==> config.mk <==
export PLATFORM = sky130hd
export DESIGN_NAME = sb_arbiter_flat
export DESIGN_NICKNAME = d
export VERILOG_FILES = /design/src/rtl/sb_arbiter_if.sv /design/src/rtl/sb_arbiter.sv /design/src/flat_wrapper.sv
export SDC_FILE = /design/constraint.sdc
export NUM_CORES = 1
export LEC_CHECK = 0
export CAP_MARGIN = 5
export CORE_MARGIN = 3
export CORE_UTILIZATION = 32
export DETAILED_ROUTE_END_ITERATION = 6
export GPL_TIMING_DRIVEN = 0
export PLACE_DENSITY = 0.67
export SYNTH_ARGS = -nofsm -noshare
export SYNTH_HDL_FRONTEND = slang
export SYNTH_SLANG_ARGS = --single-unit
==> constraint.sdc <==
create_clock -name sb_clk -period 1.4 [get_ports sb_clk]
set_input_delay 0.28 -clock sb_clk [delete_from_list [all_inputs] [get_ports sb_clk]]
set_output_delay 0.28 -clock sb_clk [all_outputs]
set_load 0.05 [all_outputs]
==> src/rtl/sb_arbiter_if.sv <==
// sb_arbiter_if: request/grant and slave-response signals between SB masters, slave and arbiter.
// The arbiter connects through the slave modport; master-side logic uses the master modport.
interface sb_arbiter_if;
   logic       sb_busreq_m1;
   logic       sb_busreq_m2;
   logic       sb_lock_m1;
   logic       sb_lock_m2;
   logic [1:0] sb_trans_m1;
   logic [1:0] sb_trans_m2;
   logic       sb_ready;
   logic [1:0] sb_resp;
   logic [1:0] sb_split_unmask;
   logic       sb_grant_m1;
   logic       sb_grant_m2;
   logic [1:0] sb_master_sel;
   logic [1:0] sb_data_sel;
   logic       sb_mastlock;

   modport slave (
      input  sb_busreq_m1, sb_busreq_m2, sb_lock_m1, sb_lock_m2,
      input  sb_trans_m1, sb_trans_m2, sb_ready, sb_resp, sb_split_unmask,
      output sb_grant_m1, sb_grant_m2, sb_master_sel, sb_data_sel, sb_mastlock
   );

   modport master (
      output sb_busreq_m1, sb_busreq_m2, sb_lock_m1, sb_lock_m2,
      output sb_trans_m1, sb_trans_m2, sb_ready, sb_resp, sb_split_unmask,
      input  sb_grant_m1, sb_grant_m2, sb_master_sel, sb_data_sel, sb_mastlock
   );
endinterface

==> src/rtl/sb_arbiter.sv <==
// sb_arbiter: two-master SB arbiter with round-robin ties, locked holds and SPLIT masking.
// Define SB_ARB_TIMEOUT_EN to enable hold-timeout preemption of unlocked owners.
module sb_arbiter #(
   parameter int unsigned TIMEOUT_CYCLES = 16,
   parameter int unsigned TMR_WIDTH      = 5
) (
   input logic         sb_clk,
   input logic         sb_resetn,
   sb_arbiter_if.slave bus
);
   typedef enum logic [1:0] {
      ARB_IDLE = 2'd0,
      ARB_M1   = 2'd1,
      ARB_M2   = 2'd2
   } arb_state_e;

   localparam logic [1:0] RESP_SPLIT = 2'd3;
   localparam logic [1:0] TRANS_BUSY = 2'd1;
   localparam logic [1:0] TRANS_SEQ  = 2'd3;

   arb_state_e state_q, state_d;
   logic [1:0] data_sel_q, data_sel_d;
   logic [1:0] mask_q, mask_d;
   logic       last_m2_q, last_m2_d;
   logic       mastlock_q, mastlock_d;
   logic [1:0] split_set;
   logic [1:0] elig;
   logic       preempt;

   // SPLIT targets the data-phase owner, not necessarily the current grant holder
   always_comb begin
      split_set = '0;
      if (bus.sb_resp == RESP_SPLIT) begin
         if (data_sel_q == 2'd1) split_set[0] = 1'b1;
         else if (data_sel_q == 2'd2) split_set[1] = 1'b1;
      end
   end

   assign elig   = {bus.sb_busreq_m2, bus.sb_busreq_m1} & ~(mask_q | split_set);
   assign mask_d = (mask_q & ~bus.sb_split_unmask) | split_set;

`ifdef SB_ARB_TIMEOUT_EN
   logic [TMR_WIDTH-1:0] cnt_q, cnt_d;
   logic                 other_elig;
   logic                 own_lock;
   logic [1:0]           own_trans;

   always_comb begin
      other_elig = 1'b0;
      own_lock   = 1'b0;
      own_trans  = '0;
      if (state_q == ARB_M1) begin
         other_elig = elig[1];
         own_lock   = bus.sb_lock_m1;
         own_trans  = bus.sb_trans_m1;
      end else if (state_q == ARB_M2) begin
         other_elig = elig[0];
         own_lock   = bus.sb_lock_m2;
         own_trans  = bus.sb_trans_m2;
      end
      preempt = (cnt_q == TMR_WIDTH'(TIMEOUT_CYCLES)) && !own_lock && other_elig &&
                (own_trans != TRANS_SEQ) && (own_trans != TRANS_BUSY);
      cnt_d = cnt_q;
      if (state_d != state_q) cnt_d = '0;
      else if (other_elig && (cnt_q != TMR_WIDTH'(TIMEOUT_CYCLES))) cnt_d = cnt_q + 1'b1;
   end

   always_ff @(posedge sb_clk or negedge sb_resetn) begin
      if (!sb_resetn) cnt_q <= '0;
      else            cnt_q <= cnt_d;
   end
`else
   logic                 unused_trans;
   logic [TMR_WIDTH-1:0] unused_tmr;
   assign preempt      = 1'b0;
   assign unused_trans = ^{bus.sb_trans_m1, bus.sb_trans_m2};
   assign unused_tmr   = TMR_WIDTH'(TIMEOUT_CYCLES);
`endif

   always_comb begin
      state_d = state_q;
      case (state_q)
         ARB_IDLE: begin
            if (&elig)        state_d = last_m2_q ? ARB_M1 : ARB_M2;
            else if (elig[0]) state_d = ARB_M1;
            else if (elig[1]) state_d = ARB_M2;
         end
         ARB_M1: begin
            if (split_set[0]) state_d = elig[1] ? ARB_M2 : ARB_IDLE;
            else if (bus.sb_ready) begin
               if (!bus.sb_busreq_m1) state_d = elig[1] ? ARB_M2 : ARB_IDLE;
               else if (preempt)      state_d = ARB_M2;
            end
         end
         ARB_M2: begin
            if (split_set[1]) state_d = elig[0] ? ARB_M1 : ARB_IDLE;
            else if (bus.sb_ready) begin
               if (!bus.sb_busreq_m2) state_d = elig[0] ? ARB_M1 : ARB_IDLE;
               else if (preempt)      state_d = ARB_M1;
            end
         end
         default: state_d = ARB_IDLE;
      endcase

      last_m2_d = last_m2_q;
      if (state_d == ARB_M1)      last_m2_d = 1'b0;
      else if (state_d == ARB_M2) last_m2_d = 1'b1;

      mastlock_d = 1'b0;
      if (state_d == ARB_M1)      mastlock_d = bus.sb_lock_m1;
      else if (state_d == ARB_M2) mastlock_d = bus.sb_lock_m2;

      data_sel_d = bus.sb_ready ? state_q : data_sel_q;
   end

   always_ff @(posedge sb_clk or negedge sb_resetn) begin
      if (!sb_resetn) begin
         state_q    <= ARB_IDLE;
         data_sel_q <= '0;
         mask_q     <= '0;
         last_m2_q  <= 1'b1;
         mastlock_q <= 1'b0;
      end else begin
         state_q    <= state_d;
         data_sel_q <= data_sel_d;
         mask_q     <= mask_d;
         last_m2_q  <= last_m2_d;
         mastlock_q <= mastlock_d;
      end
   end

   assign bus.sb_grant_m1   = (state_q == ARB_M1);
   assign bus.sb_grant_m2   = (state_q == ARB_M2);
   assign bus.sb_master_sel = state_q;
   assign bus.sb_data_sel   = data_sel_q;
   assign bus.sb_mastlock   = mastlock_q;
endmodule
==> src/flat_wrapper.sv <==
// flat-port wrapper written by rule: the top's interface ports become plain ports
module sb_arbiter_flat 
#(
   parameter int unsigned TIMEOUT_CYCLES = 16,
   parameter int unsigned TMR_WIDTH      = 5
)
  (sb_clk, sb_resetn, bus_sb_busreq_m1, bus_sb_busreq_m2, bus_sb_lock_m1, bus_sb_lock_m2, bus_sb_trans_m1, bus_sb_trans_m2, bus_sb_ready, bus_sb_resp, bus_sb_split_unmask, bus_sb_grant_m1, bus_sb_grant_m2, bus_sb_master_sel, bus_sb_data_sel, bus_sb_mastlock);
  sb_arbiter_if bus_i ();
  input logic sb_clk;
  input logic sb_resetn;
  input wire logic [$bits(bus_i.sb_busreq_m1)-1:0] bus_sb_busreq_m1;
  input wire logic [$bits(bus_i.sb_busreq_m2)-1:0] bus_sb_busreq_m2;
  input wire logic [$bits(bus_i.sb_lock_m1)-1:0] bus_sb_lock_m1;
  input wire logic [$bits(bus_i.sb_lock_m2)-1:0] bus_sb_lock_m2;
  input wire logic [$bits(bus_i.sb_trans_m1)-1:0] bus_sb_trans_m1;
  input wire logic [$bits(bus_i.sb_trans_m2)-1:0] bus_sb_trans_m2;
  input wire logic [$bits(bus_i.sb_ready)-1:0] bus_sb_ready;
  input wire logic [$bits(bus_i.sb_resp)-1:0] bus_sb_resp;
  input wire logic [$bits(bus_i.sb_split_unmask)-1:0] bus_sb_split_unmask;
  output wire logic [$bits(bus_i.sb_grant_m1)-1:0] bus_sb_grant_m1;
  output wire logic [$bits(bus_i.sb_grant_m2)-1:0] bus_sb_grant_m2;
  output wire logic [$bits(bus_i.sb_master_sel)-1:0] bus_sb_master_sel;
  output wire logic [$bits(bus_i.sb_data_sel)-1:0] bus_sb_data_sel;
  output wire logic [$bits(bus_i.sb_mastlock)-1:0] bus_sb_mastlock;
  assign bus_i.sb_busreq_m1 = bus_sb_busreq_m1;
  assign bus_i.sb_busreq_m2 = bus_sb_busreq_m2;
  assign bus_i.sb_lock_m1 = bus_sb_lock_m1;
  assign bus_i.sb_lock_m2 = bus_sb_lock_m2;
  assign bus_i.sb_trans_m1 = bus_sb_trans_m1;
  assign bus_i.sb_trans_m2 = bus_sb_trans_m2;
  assign bus_i.sb_ready = bus_sb_ready;
  assign bus_i.sb_resp = bus_sb_resp;
  assign bus_i.sb_split_unmask = bus_sb_split_unmask;
  assign bus_sb_grant_m1 = bus_i.sb_grant_m1;
  assign bus_sb_grant_m2 = bus_i.sb_grant_m2;
  assign bus_sb_master_sel = bus_i.sb_master_sel;
  assign bus_sb_data_sel = bus_i.sb_data_sel;
  assign bus_sb_mastlock = bus_i.sb_mastlock;
  sb_arbiter #(.TIMEOUT_CYCLES(TIMEOUT_CYCLES), .TMR_WIDTH(TMR_WIDTH)) u_core (.sb_clk(sb_clk), .sb_resetn(sb_resetn), .bus(bus_i));
endmodule
# == Word level (Yosys, flattened, before mapping) ==
# Index checks and enable logic that the tools add are counted.
# totals
register_bits,8
out_inout_bits,7
wordCells,42
# classes
eq_ne,7
muxes,21
bitwise_logic,6
reduce_logical,3
# op_table
operator,count
2-bit two-way mux,12
2-bit equality test (second input constant),4
1-bit two-way mux,8
2-bit by 1-bit equality test with 1-bit output (second input constant),3
2-bit case mux with 3 select lines,1
2-bit bitwise AND,2
2-bit NOT,2
2-bit OR,2
2-bit logical NOT,1
2-bit AND reduction,1
2-bit nonzero test,1

# == Depth between registers and ports, before layout ==
# logic_depth
ltp_word,15
ltp_mapped,6
depth_no_buf,6

# == Worst setup path before layout ==
# Ideal clock, no wire load.
# synth_path
kind,register to register
from,"register u_core.state_q[1], in the netlist u_core.bus.sb_master_sel[1]"
to,register u_core.last_m2_q
setup_ps,75
arrival_ps,2184
required_time_ps,1325
setup_slack_ps,-859
path_stages_with_launch,5
path_buffers,0
synth_period_minus_slack_ps,2259
path_cell_list,dfrtp_1 -> nor2b_1 -> a32o_1 -> ha_1 -> mux2i_1
# synth_lines
element,line,rtl
start: declaration,sb_arbiter.sv:21,"arb_state_e state_q, state_d;"
start signal: assignment,sb_arbiter.sv:124,state_q <= state_d;
2-bit equality test (*),-,
named net bus_sb_grant_m2,flat_wrapper.sv:21,output wire logic [$bits(bus_i.sb_grant_m2)-1:0] bus_sb_grant_m2;
2-bit case mux with 3 select lines (*),sb_arbiter.sv:82,case (state_q)
named net u_core.state_d[1],sb_arbiter.sv:21,
2-bit by 1-bit equality test with 1-bit output or 2-bit equality test (tied branches),"sb_arbiter.sv:106, sb_arbiter.sv:107",
1-bit two-way mux or 2-bit nonzero test (tied branches),-,
end signal: assignment,sb_arbiter.sv:127,last_m2_q <= last_m2_d;
end: declaration,sb_arbiter.sv:24,"logic last_m2_q, last_m2_d;"
# Mark *: on every way through the listed nets, which the timed path passes. The rest lies on a longest branch.
# A chain may end at the register's enable or synchronous reset.

# == Final worst setup path ==
# layout_path
from,input bus_sb_resp[0]
to,register u_core.last_m2_q
# layout_via
elab_chain_cells,12
# layout_rtl
element,line,rtl
start: declaration,flat_wrapper.sv:18,input wire logic [$bits(bus_i.sb_resp)-1:0] bus_sb_resp;
2-bit equality test (*),sb_arbiter.sv:33,if (bus.sb_resp == RESP_SPLIT) begin
2-bit two-way mux (*),sb_arbiter.sv:33,
2-bit OR,sb_arbiter.sv:39,"assign elig = {bus.sb_busreq_m2, bus.sb_busreq_m1} & ~(mask_q | split_set);"
2-bit NOT,sb_arbiter.sv:39,
2-bit bitwise AND,sb_arbiter.sv:39,
1-bit two-way mux or 2-bit two-way mux (tied branches),-,
2-bit two-way mux (on tied branches),"sb_arbiter.sv:98, sb_arbiter.sv:91",
2-bit two-way mux (on tied branches),"sb_arbiter.sv:97, sb_arbiter.sv:90",
2-bit two-way mux (on tied branches),"sb_arbiter.sv:96, sb_arbiter.sv:89",
2-bit case mux with 3 select lines (*),sb_arbiter.sv:82,
2-bit by 1-bit equality test with 1-bit output or 2-bit equality test (tied branches),"sb_arbiter.sv:106, sb_arbiter.sv:107",
1-bit two-way mux or 2-bit nonzero test (tied branches),-,
# Every way passes the cells marked *; elsewhere a longest branch is shown, timed or not.

==> impl_metrics.xml <==
<?xml version="1.0" encoding="UTF-8"?>
<metrics>
  <group name="die">
    <metric name="die_height" unit="um">44.4</metric>
    <metric name="floorplan.initialDensity" unit="%">35.0</metric>
    <metric name="top_level_ports" unit="">22</metric>
    <metric name="rows" unit="">13</metric>
    <metric name="die_area" unit="um^2">1980</metric>
    <metric name="dieWidth" unit="um">44.4</metric>
    <metric name="placeableCoreArea" unit="um^2">1350</metric>
  </group>
  <group name="yosys">
    <metric name="synth.area.mux_share" unit="%">6.88</metric>
    <metric name="synthXorXnorAreaFrac" unit="%">0</metric>
    <metric name="ys_seq_elements" unit="">8</metric>
    <metric name="count_of_different_cell_masters_after_synthesis" unit="">25</metric>
    <metric name="synth.avg_cell_area" unit="um^2">12.1</metric>
    <metric name="synthesis.yosys.warnings" unit="">0</metric>
    <metric name="synth_fa_ha_area_share" unit="%">5.29</metric>
    <metric name="syn_inst" unit="">39</metric>
    <metric name="synth.cell_area" unit="um^2">473</metric>
    <metric name="synth_fp_nets" unit="">56</metric>
    <metric name="compound_cell_area_share_of_the_yosys_netlist" unit="%">20.1</metric>
    <metric name="ys_seq_area_share" unit="%">42.6</metric>
    <metric name="combinational_family_with_the_most_area_after_synthesis" unit="">simple AND/OR/NAND/NOR gates</metric>
    <metric name="synth_simple_gate_area_share" unit="%">22.8</metric>
  </group>
  <group name="worst_setup_path">
    <metric name="critPathMaxStageDelay" unit="ns">0.49</metric>
    <metric name="worst-endpoint-arrival" unit="ns">1.90</metric>
    <metric name="path_max_fanout" unit="">5</metric>
    <metric name="worst-setup-path-type" unit="">input port to flip-flop</metric>
    <metric name="critical_path_cell_count" unit="">6</metric>
    <metric name="r2r.worst_path.cells" unit="">5</metric>
    <metric name="setup.worst_path.end" unit="">u_core.last_m2_q$_DFFE_PN1P_</metric>
    <metric name="worstPathRequired" unit="ns">1.59</metric>
    <metric name="critical_path.top_delay_family" unit="">buffers and inverters</metric>
    <metric name="worstPathBufferInverterCount" unit="">1</metric>
    <metric name="slowest_cell_on_crit_path" unit="">sky130_fd_sc_hd__clkdlybuf4s50_1</metric>
    <metric name="timing.rr.end" unit="">u_core.last_m2_q$_DFFE_PN1P_</metric>
    <metric name="critical_path.startpoint" unit="">bus_sb_resp[0]</metric>
    <metric name="cp_cell_sequence" unit="">clkdlybuf4s50_1 &gt; and4b_2 &gt; o211ai_1 &gt; a22o_1 &gt; ha_4 &gt; mux2i_1</metric>
    <metric name="critical_path.endpoint_type" unit="">flip-flop</metric>
    <metric name="critPathLaunchType" unit="">input port</metric>
    <metric name="r2r_setup_slack" unit="ns">-0.31</metric>
    <metric name="worst_r2r_startpoint" unit="">u_core.bus.sb_master_sel[0]$_DFF_PN0_</metric>
  </group>
  <group name="cts">
    <metric name="clock_tree.htree_level_count" unit="">1</metric>
    <metric name="tritoncts.num_buffers" unit="">3</metric>
    <metric name="clock_latency" unit="ns">0.27</metric>
    <metric name="cts-hold-fix-buffers" unit="">0</metric>
    <metric name="cts_tree" unit="">built</metric>
    <metric name="clkSinkCount" unit="">8</metric>
    <metric name="ctsLongestPathBuffers" unit="">2</metric>
    <metric name="clk_pin_slew" unit="ns">0.06</metric>
    <metric name="clock_root_buffer_master" unit="">sky130_fd_sc_hd__clkbuf_4</metric>
  </group>
  <group name="routing">
    <metric name="routed_wirelength" unit="mm">1.09</metric>
    <metric name="drcViolationCount" unit="">0</metric>
    <metric name="avgRoutedWirePerCell" unit="um">14.0</metric>
    <metric name="drt_first_pass_iters" unit="">4</metric>
    <metric name="detailroute.via_count" unit="">409</metric>
    <metric name="ant_nets" unit="">0</metric>
    <metric name="drt_iter0_markers" unit="">9</metric>
    <metric name="viasPerCell" unit="">5.24</metric>
  </group>
  <group name="power">
    <metric name="power.share.sequential" unit="%">26.5</metric>
    <metric name="p_int" unit="W">0.000960</metric>
    <metric name="worst_ir_drop_vdd" unit="mV">0.916</metric>
    <metric name="pwr_density_cell" unit="nW/um^2">2340</metric>
    <metric name="p_sw" unit="W">0.000828</metric>
    <metric name="power.clock.fraction" unit="%">11.2</metric>
    <metric name="p_comb_share" unit="%">62.3</metric>
    <metric name="p_sw_share" unit="%">46.3</metric>
    <metric name="cellLeakagePower" unit="nW">0.339</metric>
  </group>
  <group name="sta">
    <metric name="post_layout_worst_setup_margin" unit="ns">-0.319</metric>
    <metric name="finalSetupTns" unit="ns">-0.656</metric>
    <metric name="period_share" unit="%">123</metric>
    <metric name="grt_setup_unrepaired" unit="">yes</metric>
    <metric name="maximum_operating_frequency" unit="GHz">0.582</metric>
    <metric name="finalClockSkew" unit="ns">0.0173</metric>
    <metric name="setup_viol" unit="">3</metric>
    <metric name="layout_min_cycle_time" unit="ns">1.72</metric>
    <metric name="hold_violations" unit="">0</metric>
    <metric name="worst_slew_pin_slew" unit="ns">0.395</metric>
    <metric name="timing_max_transition_violations_final" unit="">0</metric>
    <metric name="slew-limit-headroom" unit="%">73.6</metric>
  </group>
  <group name="placed_design">
    <metric name="place.detailed.hpwl" unit="um">769</metric>
    <metric name="place.gp.congestion" unit="">0.731</metric>
    <metric name="io_buffers" unit="">17</metric>
    <metric name="dp_cells" unit="">71</metric>
    <metric name="detailed_place.area" unit="um^2">679</metric>
  </group>
  <group name="global_routing">
    <metric name="groute.usage.overall" unit="%">12.4</metric>
    <metric name="grt_total_ovfl" unit="">0</metric>
    <metric name="maximum_number_of_pins_on_one_net_before_global_route_repair" unit="">9</metric>
    <metric name="first_global_vias" unit="">355</metric>
    <metric name="grt_first_pass_wirelength" unit="mm">1.66</metric>
    <metric name="antenna_found_initial" unit="">0</metric>
  </group>
  <group name="finish">
    <metric name="final_design_area_no_fill" unit="um^2">764</metric>
    <metric name="fraction_of_final_layout_cells_sized_beyond_drive_strength_1" unit="%">54.0</metric>
    <metric name="layout.core_utilization" unit="%">56.6</metric>
    <metric name="final_net_count" unit="">81</metric>
    <metric name="synthToLayoutAreaGrowth" unit="%">61.6</metric>
    <metric name="antenna_cells_inserted" unit="">0</metric>
    <metric name="fin_cells" unit="">78</metric>
    <metric name="n_fill_cell" unit="">115</metric>
  </group>
  <group name="run_status">
    <metric name="outcome" unit="">complete, but fails checks</metric>
    <metric name="failed_checks" unit="">negative setup slack</metric>
  </group>
  <group name="min_path">
    <metric name="holdCritPathClass" unit="">input port to async pin</metric>
  </group>
  <group name="job">
    <metric name="reported_max_cap_violation_count" unit="">0</metric>
  </group>
</metrics>
cell usage after synthesis, drive strengths merged:
master | instances | area, um^2
dfrtp | 7 | 175
inv | 3 | 11.3
nor2b | 3 | 18.8
ha | 2 | 25.0
mux2 | 2 | 22.5
nand2 | 2 | 7.51
nor3b | 2 | 31.3
o211ai | 2 | 20.0
o21ai | 2 | 10.0
a21o | 1 | 8.76
a22o | 1 | 8.76
a22oi | 1 | 7.51
a31oi | 1 | 21.3
a32o | 1 | 10.0
a32oi | 1 | 8.76
and4b | 1 | 11.3
dfstp | 1 | 26.3
mux2i | 1 | 10.0
nand2b | 1 | 6.26
nand3 | 1 | 5.00
nand4b | 1 | 15.0
nor2 | 1 | 3.75
or3b | 1 | 8.76
cells in the final DEF, fill, tap and decap left out, drive strengths merged, types with 3 or more instances in the layout:
master,instances
dfrtp,7
clkdlybuf4s50,9
buf,7
nor2b,3
inv,3
clkbuf,5
power by group through the flow:
stage	Sequential [W]	Clock, W	Combinational, W
after floorplan	0.000693	0	0.000456
after global placement	0.000486	0	0.000946
after detailed placement	0.000488	0	0.000949
after CTS	0.000483	0.000208	0.000995
after global routing	0.000489	0.000221	0.00118
final	0.000474	0.000200	0.00111
cells by family after synthesis:
logic type,Yosys count
DFF,8
AOI/OAI and AO/OA,10
adders and majority gates,2
buffers and inverters,3
muxes,3
and+or+nand+nor,13
final cells by class:
cell class | count | area, um^2 | share of cell area, %
well taps | 15 | 18.8 | 2.45
flip-flops and latches | 8 | 209 | 27.3
multi-input cells | 28 | 304 | 39.8
inverters | 3 | 11.3 | 1.47
repair buffers | 20 | 195 | 25.5
clock buffers | 4 | 26.3 | 3.44
state kept, by name, indices dropped and copies added, names as in the netlist:
name / cells
u_core.bus.sb_mastlock: 1
u_core.bus.sb_data_sel: 2
u_core.bus.sb_master_sel: 2
u_core.mask_q: 2
u_core.last_m2_q: 1
worst min-delay path by stage:
stage,startpoint,end,cells past startpoint
CTS,sb_resetn,u_core.bus.sb_master_sel[0]$_DFF_PN0_,1
global placement,u_core.last_m2_q$_DFFE_PN1P_,u_core.last_m2_q$_DFFE_PN1P_,2
finish,sb_resetn,u_core.bus.sb_data_sel[0]$_DFFE_PN0P_,1
floorplan,sb_resetn,u_core.bus.sb_data_sel[0]$_DFFE_PN0P_,0
global route,sb_resetn,u_core.bus.sb_data_sel[0]$_DFFE_PN0P_,1
detailed placement,u_core.last_m2_q$_DFFE_PN1P_,u_core.last_m2_q$_DFFE_PN1P_,2
through the flow:
step / hold WS (ns) / setup slack [ns] / power, W
floorplan: -0.0156 / -0.314 / 0.00115
global placement: 0.472 / -0.569 / 0.00143
detailed placement: 0.473 / -0.576 / 0.00144
CTS: 0.299 / -0.305 / 0.00169
global route: 0.305 / -0.380 / 0.00189
finish: 0.295 / -0.319 / 0.00179
repair_timing:
| item | in CTS | in global routing |
|---|---|---|
| setup buffers | 1 | 2 |
| hold endpoints to repair | 0 | 0 |
| gates resized for setup | 32 | 12 |
| pin swaps | 3 | 2 |
| endpoints found under the setup margin | 9 | 6 |
metal layers:
metal / GRT usage (%) / share of wire, % / vias up / wire length (um)
met4: 9.04 / 3.8 / 0 / 41
met1: 15.6 / 43 / 188 / 473
met2: 17.2 / 44 / 20 / 482
met5: 0 / 0 / - / 0
li1: - / - / 196 / -
met3: 4.47 / 8.5 / 5 / 93
No activity file was read; power rests on OpenSTA's default activity.
